**config.mk**
```make
export PLATFORM = sky130hd
export DESIGN_NAME = triangle_bbox_scanner
export DESIGN_NICKNAME = d
export VERILOG_FILES = /design/src/rtl/triangle_bbox_scanner.sv
export SDC_FILE = /design/constraint.sdc
export NUM_CORES = 1
export LEC_CHECK = 0
export BUFFER_PORTS_ARGS = -buffer_cell sky130_fd_sc_hd__buf_2
export CORE_ASPECT_RATIO = 0.75
export CORE_MARGIN = 2
export CORE_UTILIZATION = 30
export CTS_CLUSTER_DIAMETER = 120
export DETAILED_ROUTE_END_ITERATION = 16
export PLACE_DENSITY = 0.47
export SLEW_MARGIN = 15
export SYNTH_ARGS = -nofsm -noshare
export SYNTH_HDL_FRONTEND = slang
export SYNTH_SLANG_ARGS = --single-unit
```
**constraint.sdc**
```tcl
create_clock -name clk -period 6.72 [get_ports clk]
set_clock_uncertainty 0.1 [all_clocks]
set_input_delay 0.336 -clock clk [delete_from_list [all_inputs] [get_ports clk]]
set_output_delay 0.336 -clock clk [all_outputs]
set_load 0.02 [all_outputs]
```
**src/rtl/triangle_bbox_scanner.sv**
```systemverilog
// Triangle bounding-box scanner: accepts three vertices, clips their bounding box
// to the screen and streams every pixel of the box row-major to the coverage test.
module triangle_bbox_scanner #(
    parameter int MAX_RESOLUTION_X = 1920,
    parameter int MAX_RESOLUTION_Y = 1080,
    localparam int XW = $clog2(MAX_RESOLUTION_X),
    localparam int YW = $clog2(MAX_RESOLUTION_Y)
) (
    input  logic          clk,
    input  logic          rst,
    input  logic          tri_valid,
    output logic          tri_ready,
    input  logic [XW-1:0] tri_p1_x,
    input  logic [XW-1:0] tri_p2_x,
    input  logic [XW-1:0] tri_p3_x,
    input  logic [YW-1:0] tri_p1_y,
    input  logic [YW-1:0] tri_p2_y,
    input  logic [YW-1:0] tri_p3_y,
    output logic          pt_valid,
    input  logic          pt_ready,
    output logic [XW-1:0] pt_x,
    output logic [YW-1:0] pt_y,
    output logic          pt_last,
    output logic          done,
    output logic [1:0]    dbg_state_o
);

    // Both handshakes: a transfer happens on a rising edge where valid && ready;
    // the producer holds its payload stable while valid && !ready.

    typedef enum logic [1:0] {IDLE, SETUP, SCAN} state_t;

    localparam logic [XW-1:0] X_LIM = XW'(MAX_RESOLUTION_X - 1);
    localparam logic [YW-1:0] Y_LIM = YW'(MAX_RESOLUTION_Y - 1);

    state_t        state_q, state_d;
    logic [XW-1:0] x1_q, x2_q, x3_q;
    logic [YW-1:0] y1_q, y2_q, y3_q;
    logic [XW-1:0] min_x_q, min_x_d, max_x_q, max_x_d;
    logic [YW-1:0] min_y_q, min_y_d, max_y_q, max_y_d;
    logic [XW-1:0] pt_x_q, pt_x_d;
    logic [YW-1:0] pt_y_q, pt_y_d;
    logic          pt_last_q, pt_last_d;
    logic          done_q, done_d;

    logic [XW-1:0] bx_min, bx_max;
    logic [YW-1:0] by_min, by_max;
    logic          accept;

    assign tri_ready   = (state_q == IDLE) && !rst;
    assign accept      = tri_valid && tri_ready;
    assign pt_valid    = (state_q == SCAN);
    assign pt_x        = pt_x_q;
    assign pt_y        = pt_y_q;
    assign pt_last     = pt_last_q;
    assign done        = done_q;
    assign dbg_state_o = state_q;

    // Bounding box of the captured vertices; only the max edges are clamped,
    // an off-screen min is detected and rejected in SETUP.
    always_comb begin
        bx_min = x1_q;
        bx_max = x1_q;
        if (x2_q < bx_min) bx_min = x2_q;
        if (x2_q > bx_max) bx_max = x2_q;
        if (x3_q < bx_min) bx_min = x3_q;
        if (x3_q > bx_max) bx_max = x3_q;
        if (bx_max > X_LIM) bx_max = X_LIM;

        by_min = y1_q;
        by_max = y1_q;
        if (y2_q < by_min) by_min = y2_q;
        if (y2_q > by_max) by_max = y2_q;
        if (y3_q < by_min) by_min = y3_q;
        if (y3_q > by_max) by_max = y3_q;
        if (by_max > Y_LIM) by_max = Y_LIM;
    end

    always_comb begin
        state_d   = state_q;
        min_x_d   = min_x_q;
        max_x_d   = max_x_q;
        min_y_d   = min_y_q;
        max_y_d   = max_y_q;
        pt_x_d    = pt_x_q;
        pt_y_d    = pt_y_q;
        pt_last_d = pt_last_q;
        done_d    = 1'b0;

        case (state_q)
            IDLE: begin
                if (accept) state_d = SETUP;
            end
            SETUP: begin
                if (bx_min > X_LIM || by_min > Y_LIM) begin
                    state_d = IDLE;
                    done_d  = 1'b1;
                end else begin
                    state_d   = SCAN;
                    min_x_d   = bx_min;
                    max_x_d   = bx_max;
                    min_y_d   = by_min;
                    max_y_d   = by_max;
                    pt_x_d    = bx_min;
                    pt_y_d    = by_min;
                    pt_last_d = (bx_min == bx_max) && (by_min == by_max);
                end
            end
            SCAN: begin
                if (pt_ready) begin
                    if (pt_last_q) begin
                        state_d   = IDLE;
                        done_d    = 1'b1;
                        pt_last_d = 1'b0;
                    end else begin
                        if (pt_x_q != max_x_q) begin
                            pt_x_d = pt_x_q + XW'(1);
                        end else begin
                            pt_x_d = min_x_q;
                            pt_y_d = pt_y_q + YW'(1);
                        end
                        pt_last_d = (pt_x_d == max_x_q) && (pt_y_d == max_y_q);
                    end
                end
            end
            default: state_d = IDLE;
        endcase
    end

    always_ff @(posedge clk or posedge rst) begin
        if (rst) begin
            state_q   <= IDLE;
            pt_x_q    <= '0;
            pt_y_q    <= '0;
            pt_last_q <= 1'b0;
            done_q    <= 1'b0;
            min_x_q   <= '0;
            max_x_q   <= '0;
            min_y_q   <= '0;
            max_y_q   <= '0;
        end else begin
            state_q   <= state_d;
            pt_x_q    <= pt_x_d;
            pt_y_q    <= pt_y_d;
            pt_last_q <= pt_last_d;
            done_q    <= done_d;
            min_x_q   <= min_x_d;
            max_x_q   <= max_x_d;
            min_y_q   <= min_y_d;
            max_y_q   <= max_y_d;
        end
    end

    // Vertex capture; inputs are free to change once the triangle is taken.
    always_ff @(posedge clk or posedge rst) begin
        if (rst) begin
            x1_q <= '0;
            x2_q <= '0;
            x3_q <= '0;
            y1_q <= '0;
            y2_q <= '0;
            y3_q <= '0;
        end else if (accept) begin
            x1_q <= tri_p1_x;
            x2_q <= tri_p2_x;
            x3_q <= tri_p3_x;
            y1_q <= tri_p1_y;
            y2_q <= tri_p2_y;
            y3_q <= tri_p3_y;
        end
    end

endmodule
```
Word-level counts from Yosys, hierarchy flattened
Cells that the tools add are included.
{ "totals": {"word_cells": 92, "ff_bits": 125} }
{ "op_classes": {"n_reduce_logical": 12, "n_addsub": 2, "n_bitwise": 1, "magnitude_cmp": 12, "eq_ne": 12, "muxes": 39} }
{ "op_table": {"columns": ["op", "count"], "rows": [
  ["$mux W11", 24],
  ["$eq A11 B11 Y1", 4],
  ["$gt A11 B11 Y1", 4],
  ["$gt A11 B11 Y1 const B", 4],
  ["$lt A11 B11 Y1", 4],
  ["$pmux W11 S2", 2],
  ["$add A11 B1 Y11 const B", 2],
  ["$ne A11 B11 Y1", 1],
  ["$mux W2", 4],
  ["$mux W1", 6],
  ["$ne A2 B2 Y1 const B", 3],
  ["$pmux W2 S3", 1],
  ["$reduce_and A3 Y1", 2],
  ["$logic_and A1 B1 Y1", 4],
  ["$ne A2 B1 Y1 const B", 2],
  ["$pmux W1 S2", 2],
  ["$reduce_and A4 Y1", 1],
  ["$eq A2 B1 Y1 const B", 1],
  ["$eq A2 B2 Y1 const B", 1],
  ["$logic_not A2 Y1", 1],
  ["$reduce_and A2 Y1", 1],
  ["$reduce_bool A2 Y1", 1],
  ["$logic_not A1 Y1", 1],
  ["$logic_or A1 B1 Y1", 1],
  ["$not A1 Y1", 1]
]} }

Longest topological paths before layout
{ "logic_depth": {"ltp_word": 10, "depth_mapped": 23, "ltp_nobuf": 20} }

Least setup slack after synthesis
No wires, ideal clock.
{ "synth_timing": {"path_kind": "register to register", "from": "reg x1_q[2]", "to": "reg max_x_q[10]", "arrival_ns": 4.742, "period_less_slack_ns": 4.967, "setup_ns": 0.125, "path_slack_ns": 1.753, "path_stages_with_launch": 22, "t_required_ns": 6.495, "n_path_buf": 5, "path_cell_list": "dfrtp_1 inv_1 ha_1 a21oi_2 a211oi_2 a2111oi_2 buf_4 buf_2 nor2_1 a21oi_2 ha_1 a21o_1 a211oi_1 nor2_1 o31a_1 clkbuf_1 or4_1 nand4_1 or2_2 clkbuf_1 buf_2 mux2_2"} }
{ "synth_via": {"elab_chain_cells": 8} }
{ "synth_rtl": {"columns": ["item", "line", "source"], "rows": [
  ["from (decl)", "37", "logic [XW-1:0] x1_q, x2_q, x3_q;"],
  ["from (signal assigned)", "164", "x1_q <= tri_p1_x;"],
  ["$lt A11 B11 Y1", "64", "if (x2_q < bx_min) bx_min = x2_q;"],
  ["$mux W11", "64", null],
  ["$lt A11 B11 Y1", "66", "if (x3_q < bx_min) bx_min = x3_q;"],
  ["$mux W11", "66", null],
  ["$gt A11 B11 Y1", "95", "if (bx_min > X_LIM || by_min > Y_LIM) begin"],
  ["$logic_or A1 B1 Y1", "95", null],
  ["$not A1 Y1 (no source line)", null, null],
  ["$reduce_and A2 Y1 (no source line)", null, null],
  ["to (signal assigned)", "148", "max_x_q <= max_x_d;"],
  ["to (decl)", "39", "logic [XW-1:0] min_x_q, min_x_d, max_x_q, max_x_d;"]
]} }
Several ways; a longest one is shown, not always the timed one.
A chain may end at the register's enable or synchronous reset.

Final worst setup path
{ "layout_timing": {"from": "reg x1_q[8]", "to": "reg pt_last_q, in the netlist pt_last"} }
{ "layout_via": {"elab_chain_cells": 10} }
{ "layout_rtl": {"columns": ["item", "line", "source"], "rows": [
  ["$gt A11 B11 Y1", "65", "if (x2_q > bx_max) bx_max = x2_q;"],
  ["$mux W11", "65", null],
  ["$gt A11 B11 Y1", "67", "if (x3_q > bx_max) bx_max = x3_q;"],
  ["$mux W11", "67", null],
  ["$gt A11 B11 Y1", "68", "if (bx_max > X_LIM) bx_max = X_LIM;"],
  ["$mux W11", "68", null],
  ["$eq A11 B11 Y1", "106", "pt_last_d = (bx_min == bx_max) && (by_min == by_max);"],
  ["$logic_and A1 B1 Y1", "106", null],
  ["$mux W1", "95", null],
  ["$pmux W1 S2", "90", "case (state_q)"],
  ["to (signal assigned)", "145", "pt_last_q <= pt_last_d;"],
  ["to (decl)", "43", "logic pt_last_q, pt_last_d;"]
]} }
Several ways; a longest one is shown, not always the timed one. The select of a mux whose other input is x is not followed.

==> results.toml <==
[run_status]
run_status = "finished, final reports clean"

[routing]
antenna_left = 0
drtIter0Drc = 698
wl_um = 28600
drc = 0
dr.pass1.iters = 5
viasPerCell = 5.25
routedWlPerCell_um = 18.5
vias = 8094

[clock_tree]
ctsHtreeMaxLevel = 4
cts_buffers = 17
clk_path_buf_depth = 2
ctsResizeCount = 0
cts_tree = "yes"
clk_pin_slew_worst_paths_ps = 60
cts_hold_buf = 1
cts_root_buffer = "clkbuf_16"
cts_sinks = 125
post_cts_buffers = 0
insertion_delay_ps = 430

[floorplan]
start_util = 0.303
die-height_um = 158
dieArea_um2 = 32900
core_area_um2 = 31100
boundaryPins = 98
die_w_um = 209
row_count = 56

[sta]
slew_headroom = 0.390
holdWs_ps = 28.0
final-setup-viol-count = 0
finalHoldViolCount = 0
finalSetupTns_ps = 0
worst_slew_pin_slew_ps = 915
finalCritPeriodShare = 0.903
max_freq_ghz = 0.165
slew_viol_final = 0
layout_min_cycle_time_ps = 6070
rsz0062_at_grt = "no"

[yosys]
seq_area_frac_synth = 0.332
synth_edf_count = 0
synth-main-ff-cell = "dfrtp_1"
synth_area_leader_cell = "dfrtp_1"
synth_area_leaders = "dfrtp_1 33%, mux2_2 11%, ha_1 9.1%, a21oi_1 5.3%, o21ai_0 3.9%"
syn_inst = 1030
synth-seq-cells = 125
synthDistinctLibCells = 76
yosysTopAreaCellShare = 0.332
synth-async-reset-ratio = 1.00
netlist_area_um2 = 9440
synth_warnings = 0
synthesis.nets = 1169
syn_area_per_cell_um2 = 9.16

[worst_setup_path]
worstSetupStartpointType = "register"
r2r_slack_ps = 650
end_kind = "register"
reg2regPathDepth = 20
r2r_end = "pt_last"
cp.required_ps = 6940
crit_arrival_ps = 6290
critPathMaxFanout = 15
crit_type = "reg2reg"
timing.rr.start = "x1_q[8]"

[run]
cap_viol_max_count = 0

[grt]
grt_pass1_wl_um = 44900
grt_max_degree = 69
antenna_found_initial = 1
grt_usage = 0.177
grt_pass1_vias = 7541
grt_overflow = 0

[min_path]
min_path_type = "in2reg"
holdCritStartpoint = "tri_p2_x[4]"
hold_path_depth = 2
min_to = "x2_q[4]"

[cells_and_area]
design_area_um2 = 11000
drive_above_1_share = 0.231
n_fill_cell = 3267
utilization = 0.355
fin_nets = 1262
synthToLayoutAreaGrowth_pct = 17.1

[placed_design]
dpl-instance-area_um2 = 10400
place_congestion = 0.927
hpwl_um = 22000
numPortBuffers = 97
-- metal layers --
layer / wire length [um] / global-route usage / vias to the layer above
met5: 0 / 0 / -
met4: 261 / 0.0418 / 0
met3: 1510 / 0.0321 / 16
met2: 10400 / 0.222 / 230
met1: 16500 / 0.297 / 3851
li1: - / - / 3997
-- critical path: stages (launching register included) --
cell      delay, ps
dfrtp_1         380
inv_1            90
ha_1            340
nand4_1         160
a211oi_2        410
a2111o_2        390
a21oi_1         110
a21oi_1         500
ha_1            370
nand4_1         150
o21ai_0         150
nor4_2          510
nor3_1          100
a31oi_1         400
nand4_1         510
buf_4           340
nor2b_1         140
mux2_2          260
a21oi_1         270
nor4b_4          80
a21o_1          180
-- cell type report --
cell class	count	area [um^2]	share of cell area
repair buffers	116	643	0.0582
clock inverters	10	136	0.0123
multi-input cells	820	5980	0.542
well taps	406	508	0.0460
flip-flops and latches	125	3130	0.283
inverters	43	164	0.0148
diodes	1	2.50	0.000226
clock buffers	22	484	0.0438
-- per-stage QoR --
stage | cells | setup WS (ps)
final | 1543 | 650
after global routing | 1542 | 266
after CTS | 1542 | 719
after detailed placement | 1509 | 764
after global placement | 1509 | 784
after floorplan | 1030 | 1750
-- cells in the final DEF, fill, tap and decap left out, drive strengths merged, types with 14 or more instances in the layout --
cell and n:
nand2 76, nor3 18, xnor2 36, mux2i 23
inv 43, dfrtp 125, a21oi 103, clkbuf 22
mux2 89, buf 115, o21ai 81, xor2 22
nand3 31, a21o 30, ha 69, nand4 20
nor2 62, and3 14
-- Yosys cell counts, types with 23 or more instances --
master,instances
nand2_1,75
inv_1,43
o21ai_0,74
a21oi_1,100
ha_1,69
nand3_1,31
dfrtp_1,125
nor2_1,62
mux2_2,88
a21o_1,30
mux2i_1,23
xnor2_1,36
-- worst max-delay path by stage --
| stage | start | depth (start not counted) | endpoint |
|---|---|---|---|
| after floorplan | x1_q[2] | 21 | max_x_q[10] |
| after global placement | x1_q[8] | 20 | pt_last |
| after detailed placement | x1_q[8] | 20 | pt_last |
| after CTS | x1_q[8] | 20 | pt_last |
| after global routing | x1_q[8] | 20 | pt_last |
| final | x1_q[8] | 20 | pt_last |
-- logic make-up (layout without fill, tap and decap cells) --
family,count (synthesis),count (layout),synth area share
multiplexers,112,112,0.131
AND/OR/NAND/NOR,280,280,0.150
XOR/XNOR,58,58,0.0538
buffers and inverters,85,191,0.0367
other,0,1,0
AO/OA/AOI/OAI,301,301,0.206
flip-flops,125,125,0.332
adder cells (fa/ha/maj),69,69,0.0915
Power is not shown: default switching activity piles up to over one toggle a cycle in this logic, so the estimate is an artifact.
